===== src/rtl/shift_seq8_pkg.sv =====
// Shared opcodes, per-cell mux selects and controller states for the sequenced
// shift register, plus small opcode classification helpers.
package shift_seq8_pkg;

  localparam int DATA_W = 8;

  localparam logic [2:0] OP_NOP  = 3'b000;
  localparam logic [2:0] OP_LOAD = 3'b001;
  localparam logic [2:0] OP_LSL  = 3'b010;
  localparam logic [2:0] OP_LSR  = 3'b011;
  localparam logic [2:0] OP_ASR  = 3'b100;
  localparam logic [2:0] OP_ROL  = 3'b101;
  localparam logic [2:0] OP_ROR  = 3'b110;
  localparam logic [2:0] OP_CLR  = 3'b111;

  localparam logic [1:0] SEL_HOLD  = 2'b00;
  localparam logic [1:0] SEL_LEFT  = 2'b01;
  localparam logic [1:0] SEL_RIGHT = 2'b10;
  localparam logic [1:0] SEL_LOAD  = 2'b11;

  typedef enum logic [1:0] {
    ST_IDLE  = 2'b00,
    ST_SHIFT = 2'b01,
    ST_DONE  = 2'b10
  } state_t;

  function automatic logic is_shift(input logic [2:0] op);
    return (op >= OP_LSL) && (op <= OP_ROR);
  endfunction

  // Left-moving ops take each bit from its lower neighbour.
  function automatic logic is_left(input logic [2:0] op);
    return (op == OP_LSL) || (op == OP_ROL);
  endfunction

endpackage


===== src/rtl/shift_seq8_if.sv =====
// Command handshake and result bus between the shift register and its user.
interface shift_seq8_if;
  import shift_seq8_pkg::*;

  logic              i_valid;
  logic              o_ready;
  logic [2:0]        i_op;
  logic [2:0]        i_amt;
  logic [DATA_W-1:0] i_d;
  logic [DATA_W-1:0] o_q;
  logic              o_busy;
  logic              o_done;
  logic              o_carry;

  modport master (
    output i_valid, i_op, i_amt, i_d,
    input  o_ready, o_q, o_busy, o_done, o_carry
  );

  modport slave (
    input  i_valid, i_op, i_amt, i_d,
    output o_ready, o_q, o_busy, o_done, o_carry
  );
endinterface


===== src/rtl/shift_seq8_cell.sv =====
// One register bit: a 4-way mux (hold / lower neighbour / upper neighbour / load)
// feeding a synchronously reset flip-flop.
module shift_cell
  import shift_seq8_pkg::*;
(
  input  logic       clk,
  input  logic       reset,
  input  logic [1:0] sel,
  input  logic       left_in,
  input  logic       right_in,
  input  logic       load_in,
  output logic       q
);

  logic q_q;
  logic q_d;

  always_comb begin
    q_d = q_q;
    case (sel)
      SEL_HOLD:  q_d = q_q;
      SEL_LEFT:  q_d = left_in;
      SEL_RIGHT: q_d = right_in;
      SEL_LOAD:  q_d = load_in;
      default:   q_d = q_q;
    endcase
  end

  always_ff @(posedge clk) begin
    if (reset) q_q <= 1'b0;
    else       q_q <= q_d;
  end

  assign q = q_q;

endmodule


===== src/rtl/shift_seq8.sv =====
// Sequenced universal shift register: a controller steps multi-bit shifts one
// position per clock across a row of shift_cell bits and reports done/carry.
module shift_seq8
  import shift_seq8_pkg::*;
#(
  parameter int WIDTH = 8
) (
  input  logic          clk,
  input  logic          reset,
  shift_seq8_if.slave   bus
);

  state_t             state_q, state_d;
  logic [2:0]         cnt_q, cnt_d;
  logic [2:0]         op_q, op_d;
  logic               carry_q, carry_d;

  logic [WIDTH-1:0]   q_vec;
  logic [WIDTH-1:0]   load_val;
  logic [1:0]         sel;
  logic               step;
  logic [2:0]         step_op;
  logic               fill_lsb;
  logic               fill_msb;
  logic [WIDTH:0]     left_src;
  logic [WIDTH:0]     right_src;

  always_comb begin
    state_d  = state_q;
    cnt_d    = cnt_q;
    op_d     = op_q;
    carry_d  = carry_q;
    sel      = SEL_HOLD;
    load_val = '0;
    step     = 1'b0;
    step_op  = op_q;
    fill_lsb = 1'b0;
    fill_msb = 1'b0;

    case (state_q)
      ST_IDLE: begin
        if (bus.i_valid) begin
          state_d = ST_DONE;
          if (bus.i_op == OP_LOAD) begin
            sel      = SEL_LOAD;
            load_val = bus.i_d;
            carry_d  = 1'b0;
          end else if (bus.i_op == OP_CLR) begin
            sel     = SEL_LOAD;
            carry_d = 1'b0;
          end else if (is_shift(bus.i_op) && (bus.i_amt != 3'd0)) begin
            // First step happens on the accept edge; cnt holds the steps left.
            step    = 1'b1;
            step_op = bus.i_op;
            op_d    = bus.i_op;
            cnt_d   = bus.i_amt - 3'd1;
            if (bus.i_amt != 3'd1) state_d = ST_SHIFT;
          end
        end
      end
      ST_SHIFT: begin
        step  = 1'b1;
        cnt_d = cnt_q - 3'd1;
        if (cnt_q == 3'd1) state_d = ST_DONE;
      end
      ST_DONE:  state_d = ST_IDLE;
      default:  state_d = ST_IDLE;
    endcase

    if (step) begin
      if (is_left(step_op)) begin
        sel      = SEL_LEFT;
        carry_d  = q_vec[WIDTH-1];
        fill_lsb = (step_op == OP_ROL) ? q_vec[WIDTH-1] : 1'b0;
      end else begin
        sel      = SEL_RIGHT;
        carry_d  = q_vec[0];
        if (step_op == OP_ASR)      fill_msb = q_vec[WIDTH-1];
        else if (step_op == OP_ROR) fill_msb = q_vec[0];
      end
    end
  end

  always_ff @(posedge clk) begin
    if (reset) begin
      state_q <= ST_IDLE;
      cnt_q   <= 3'd0;
      op_q    <= OP_NOP;
      carry_q <= 1'b0;
    end else begin
      state_q <= state_d;
      cnt_q   <= cnt_d;
      op_q    <= op_d;
      carry_q <= carry_d;
    end
  end

  // Neighbour sources padded with the edge-fill bits so every cell indexes in range.
  assign left_src  = {q_vec, fill_lsb};
  assign right_src = {fill_msb, q_vec};

  genvar gi;
  generate
    for (gi = 0; gi < WIDTH; gi++) begin : g_cell
      shift_cell u_cell (
        .clk      (clk),
        .reset    (reset),
        .sel      (sel),
        .left_in  (left_src[gi]),
        .right_in (right_src[gi+1]),
        .load_in  (load_val[gi]),
        .q        (q_vec[gi])
      );
    end
  endgenerate

  assign bus.o_q     = q_vec;
  assign bus.o_ready = (state_q == ST_IDLE);
  assign bus.o_busy  = (state_q != ST_IDLE);
  assign bus.o_done  = (state_q == ST_DONE);
  assign bus.o_carry = carry_q;

endmodule


===== src/flat_wrapper.sv =====
// flat-port wrapper written by rule: the top's interface ports become plain ports
module shift_seq8_flat import shift_seq8_pkg::*;
#(
  parameter int WIDTH = 8
)
  (clk, reset, bus_i_valid, bus_i_op, bus_i_amt, bus_i_d, bus_o_ready, bus_o_q, bus_o_busy, bus_o_done, bus_o_carry);
  shift_seq8_if bus_i ();
  input  logic clk;
  input  logic reset;
  input wire logic [$bits(bus_i.i_valid)-1:0] bus_i_valid;
  input wire logic [$bits(bus_i.i_op)-1:0] bus_i_op;
  input wire logic [$bits(bus_i.i_amt)-1:0] bus_i_amt;
  input wire logic [$bits(bus_i.i_d)-1:0] bus_i_d;
  output wire logic [$bits(bus_i.o_ready)-1:0] bus_o_ready;
  output wire logic [$bits(bus_i.o_q)-1:0] bus_o_q;
  output wire logic [$bits(bus_i.o_busy)-1:0] bus_o_busy;
  output wire logic [$bits(bus_i.o_done)-1:0] bus_o_done;
  output wire logic [$bits(bus_i.o_carry)-1:0] bus_o_carry;
  assign bus_i.i_valid = bus_i_valid;
  assign bus_i.i_op = bus_i_op;
  assign bus_i.i_amt = bus_i_amt;
  assign bus_i.i_d = bus_i_d;
  assign bus_o_ready = bus_i.o_ready;
  assign bus_o_q = bus_i.o_q;
  assign bus_o_busy = bus_i.o_busy;
  assign bus_o_done = bus_i.o_done;
  assign bus_o_carry = bus_i.o_carry;
  shift_seq8 #(.WIDTH(WIDTH)) u_core (.clk(clk), .reset(reset), .bus(bus_i));
endmodule

===== config.mk =====
export PLATFORM = sky130hd
export DESIGN_NAME = shift_seq8_flat
export DESIGN_NICKNAME = d
export VERILOG_FILES = /design/src/rtl/shift_seq8_pkg.sv /design/src/rtl/shift_seq8_if.sv /design/src/rtl/shift_seq8_cell.sv /design/src/rtl/shift_seq8.sv /design/src/flat_wrapper.sv
export SDC_FILE = /design/constraint.sdc
export NUM_CORES = 1
export LEC_CHECK = 0
export CAP_MARGIN = 40
export CORE_UTILIZATION = 53
export DETAILED_ROUTE_END_ITERATION = 7
export PLACE_DENSITY_LB_ADDON = 0.05
export SLEW_MARGIN = 20
export SYNTH_ARGS = -nofsm -noshare
export SYNTH_HDL_FRONTEND = slang
export SYNTH_SLANG_ARGS = --single-unit

===== constraint.sdc =====
create_clock -name clk -period 3.01 [get_ports clk]
set_input_delay 0.602 -clock clk [delete_from_list [all_inputs] [get_ports clk]]
set_output_delay 0.602 -clock clk [all_outputs]
set_load 0.005 [all_outputs]

# == Word-level counts from Yosys, hierarchy flattened ==
# Cells that the tools add are included.
# totals
reg_bits,17
out_inout_bits,12
# op_classes
muxes,52
reduce_logical,15
n_lt_le_gt_ge,2
add_sub_neg,2
n_eq_ne,19
n_bitwise,1
# ops
cell,n
$mux W3,9
$mux W2,12
$mux W8,3
$pmux W1 S3,8
$mux W1,17
$eq A3 B3 Y1 const B,4
$reduce_bool A2 Y1,4
$eq A2 B2 Y1 const B,3
$eq A3 B1 Y1 const B,2
$ne A2 B2 Y1 const B,3
$pmux W3 S2,1
$reduce_bool A3 Y1,2
$sub A3 B1 Y3 const B,2
$reduce_and A5 Y1,1
$eq A2 B1 Y1 const B,2
$logic_not A2 Y1,2
$ne A2 B1 Y1 const B,2
$ne A4 B4 Y1 const B,1
$pmux W2 S2,1
$reduce_and A2 Y1,2
$eq A3 B2 Y1 const B,1
$ge A3 B2 Y1 const B,1
$le A3 B3 Y1 const B,1
$ne A3 B1 Y1 const B,1
other kinds (5),6

# == Longest topological paths before layout ==
# logic_depth
depth_word,15
ltp_mapped,9
mapped_depth_nobuf,8

# == Hierarchy ==
# From an unflattened synthesis, not the netlist that was laid out.
# unflattened
hier_cells,130
area_unflattened_um2,1256.2
# by_module_without_submodules
mod,cells_per_inst,area_each_um2,instances,seq_area_each_um2
shift_seq8,106,805.8,1,180.2
shift_cell,3,56.3,8,20.0

# == Worst setup path after synthesis ==
# OpenSTA, ideal clock, no wires.
# synth_path
kind,input to register
from,input bus_i_amt[0]
to,register u_core.g_cell[7].u_cell.q_q
path_stages,8
arrival_ns,2.072
path_slack_ns,0.804
required_ns,2.877
path_buffers,0
cell_sequence,inv_1 -> ha_1 -> nand2b_1 -> a41oi_1 -> or3_1 -> o22a_2 -> nand3_1 -> a311oi_1
# synth_via
elab_chain_cells,14
# synth_rtl
item,line,text
start: declaration,flat_wrapper.sv:12,input wire logic [$bits(bus_i.i_amt)-1:0] bus_i_amt;
$reduce_bool A3 Y1 (*),shift_seq8.sv:51,end else if (is_shift(bus.i_op) && (bus.i_amt != 3'd0)) begin
$logic_and A1 B1 Y1 (*),shift_seq8.sv:51,
$mux W3,shift_seq8.sv:51,
$mux W3 (2 in a row),--,
$mux W3,shift_seq8.sv:42,if (bus.i_valid) begin
$mux W3,shift_seq8.sv:40,case (state_q)
$eq A3 B2 Y1 or $eq A3 B3 Y1 (tied branches),shift_seq8_pkg.sv:33,return (op == OP_LSL) || (op == OP_ROL);
$logic_or A1 B1 Y1,shift_seq8_pkg.sv:33,
$mux W2,shift_seq8.sv:71,if (is_left(step_op)) begin
$mux W2,shift_seq8.sv:70,if (step) begin
$eq A2 B2 Y1 or $logic_not A2 Y1 (tied branches),shift_seq8_cell.sv:20,case (sel)
$ne A4 B4 Y1 (no line) or $not A1 Y1 (tied branches),--,
$reduce_and A2 Y1 (no line),--,
end signal: assignment,shift_seq8_cell.sv:31,else q_q <= q_d;
end: declaration,shift_seq8_cell.sv:15,logic q_q;
# Mark *: on every way between the ends. The rest lies on a longest branch, timed or not. The select of a mux whose other input is x is not followed.
# A chain may end at the register's enable or synchronous reset.

# == Worst setup path in the final report ==
# Same ends and word-level chain as after synthesis.

==> reports/results.ini <==
[sta]
final.setup_skew_ns = 0.0105
hold_ws_ns = 0.459
final_hold_viol_count = 0
post-route-period-util_pct = 86.4
worstMarginPinSlew_ns = 0.671
setup_violations = 0
period_needed_ns = 2.60
fmax_mhz = 385
maxSlewViolCount = 0
rsz0062_at_grt = no
slew_headroom_pct = 55.1
setup_ws_ns = 0.410
fin_tns_setup_ns = 0

[setup_path]
r2r-start = u_core.state_q[1]
slowest_delay_ns = 0.51
r2r-end = u_core.bus.o_carry
arrival_ns = 2.80
worstSetupPathType = in -> reg
end_kind = flop
path_depth = 9
crit_family = buffers and inverters
critPathLaunch = bus_i_amt[0]
cp_num_buf_inv = 2
worstPathRequired_ns = 3.21
worst-r2r-cell-count = 6
cp_cell_sequence = clkdlybuf4s50_1 -> inv_1 -> ha_1 -> nand2b_1 -> nand4_2 -> mux2i_1 -> o22a_2 -> nand3_1 -> a311oi_1
r2r_setup_slack_ns = 0.96
cp-start-kind = input pin
cp-endpoint = u_core.g_cell[7].u_cell.q
worstPathMaxFanout = 7
crit_path_top_delay_cell = clkdlybuf4s50_1

[synth]
syn_nets = 176
async_flop_share_pct = 0
syn_area_per_cell_um2 = 8.15
yosys_most_used_dff = dfxtp_1
ys.warnings.count = 0
synth-seq-cells = 17
synth_area_um2 = 1250
ys_seq_area_share_pct = 27.1
synth_edf_count = 0
syn_inst = 154
ys_types = 41

[clock_tree]
clk_pin_slew_worst_paths_ns = 0.11
postCtsHoldBufs = 0
cts-resized-gates = 0
htreeDepth = 1
cts-root-buf = clkbuf_4
cts_buffers = 3
cts_tree = yes
post-cts-setup-buffer-count = 0
cts_buffer_depth = 2
clkLatencyLatePin_ns = 0.30
cts_sinks = 17

[place]
dp.cells = 202
gp_congestion = 0.891
placed_area_um2 = 1520
portBuffers = 28
dp.final_hpwl_um = 2200
place_ws_ns = 0.117

[pwr]
power_frac_clock_pct = 18.9
share_seq_of_total_power_pct = 42.5
p_leak_nw = 0.598
pwr-share-comb_pct = 38.7
power_density_nw_per_um2 = 432
p_int_mw = 0.436
power_switching_mw = 0.230
ir_drop_mv = 0.352
swShare_pct = 34.5

[layout]
insertedDiodeCount = 0
area_growth_syn_to_layout_pct = 23.0
final_cells = 206
multi_input_area_um2 = 806
fill_cells = 193
nNetsFinal = 201
stdcell_area_um2 = 1540
ff_latch_area_um2 = 340
drive_gt1_share_pct = 10.1

[global_route]
antenna_found_initial = 0
grt_pass1_wl_um = 5000
overflow = 0
track_usage_pct = 25.6
grt_pass1_vias = 1151
grt_start_max_net_pins = 19

[detailed_routing]
drtIter0Drc = 34
drc = 0
wl_per_cell_um = 13.9
routed_wl_um = 2870
avgViaCountPerCell = 5.79
postRouteAntennaNets = 0
vias = 1193
dr.pass1.iters = 4

[floorplan]
die_height_um = 50.7
dieArea_um2 = 2570
start_util_pct = 56.7
die_w_um = 50.7
design.core.area_um2 = 2210
io_pins = 29
num_rows = 17

[outcome]
status = complete, no violations

[worst_hold_path]
worstHoldStart = u_core.cnt_q[1]
min_path_type = reg -> reg

[flow_run]
cap_viol_max_count = 0

==> area by class of cell <==
class	count	area share [%]
inverter	7	1.70
sequential	17	22.0
timing repair buffer	32	20.1
multi-input combinational	118	52.2
clock buffer	4	1.70
tap	28	2.27
==> layer usage <==
metal	global-route usage, %	vias to the layer above	wire length [µm]
met5	0	-	0
li1	-	600	-
met1	31.5	564	1320
met4	4.17	0	12
met3	6.36	2	127
met2	45.3	27	1410
==> worst min path at each step <==
stage / end / cells after the start
floorplan: u_core.cnt_q[1] / 2
global placement: u_core.cnt_q[1] / 2
detailed placement: u_core.cnt_q[1] / 2
CTS: u_core.cnt_q[1] / 2
global route: u_core.cnt_q[1] / 2
finish: u_core.cnt_q[1] / 2
==> cells by family (layout without fill, tap and decap cells) <==
logic type      count (synthesis)  count (layout)  synth area share, %
fa+ha+maj                       5               5                 4.99
simple gates                   61              61                 26.4
compound gates                 45              45                 26.3
flops                          17              17                 27.1
mux                             6               6                 5.78
xor+xnor                        1               1                0.698
buf+inv                        19              43                 8.67
==> layout by cell type, fill, tap and decap left out, types with 2 or more instances in the layout <==
cell type         n
clkbuf_4          3
nand3_1          17
inv_1             7
ha_1              5
nand2b_1          7
dfxtp_1          17
mux2i_1           5
buf_4             4
nor2_1            8
and2_1            2
nand4b_1          2
a211oi_1          4
a221oi_1          2
a21oi_1          10
nor2b_1           4
o21bai_1          8
a31oi_1           7
o21ai_0           4
nand2_1          11
clkdlybuf4s50_1  28
nor3_1            3
==> worst min-delay path: stages, from the launching register on <==
cell	delay, ns
dfxtp_1	0.32
nand2_1	0.05
a21oi_1	0.05
==> cells in the mapped netlist (5+ instances only) <==
cell | number | area, µm²
nand3_1 | 17 | 85.1
a21oi_1 | 10 | 50.1
mux2i_1 | 5 | 50.1
ha_1 | 5 | 62.6
o21bai_1 | 8 | 60.1
inv_1 | 7 | 26.3
buf_4 | 8 | 60.1
nor2_1 | 8 | 30.0
nand2_1 | 11 | 41.3
nand2b_1 | 7 | 43.8
a31oi_1 | 7 | 43.8
dfxtp_1 | 17 | 340
==> sequential cells by signal, summed over array words and instances (netlist names) <==
name / flops
u_core.op_q: 3
u_core.cnt_q: 3
u_core.state_q: 2
u_core.g_cell.u_cell.q: 8
u_core.bus.o_carry: 1
==> power by group through the flow <==
stage               Clock [mW]  Sequential [mW]  Combinational (mW)
global placement             0            0.286               0.251
floorplan                    0            0.277               0.179
CTS                      0.127            0.283               0.258
detailed placement           0            0.288               0.256
finish                   0.126            0.283               0.258
global route             0.135            0.287               0.286
==> per-stage QoR <==
stage / util (%) / power, mW
after floorplan: - / 0.456
after global placement: 68.6 / 0.537
after detailed placement: 68.6 / 0.544
after CTS: 69.8 / 0.667
after global routing: 69.8 / 0.708
final: 69.8 / 0.667
Note: power is estimated with default switching activity, not from simulation.
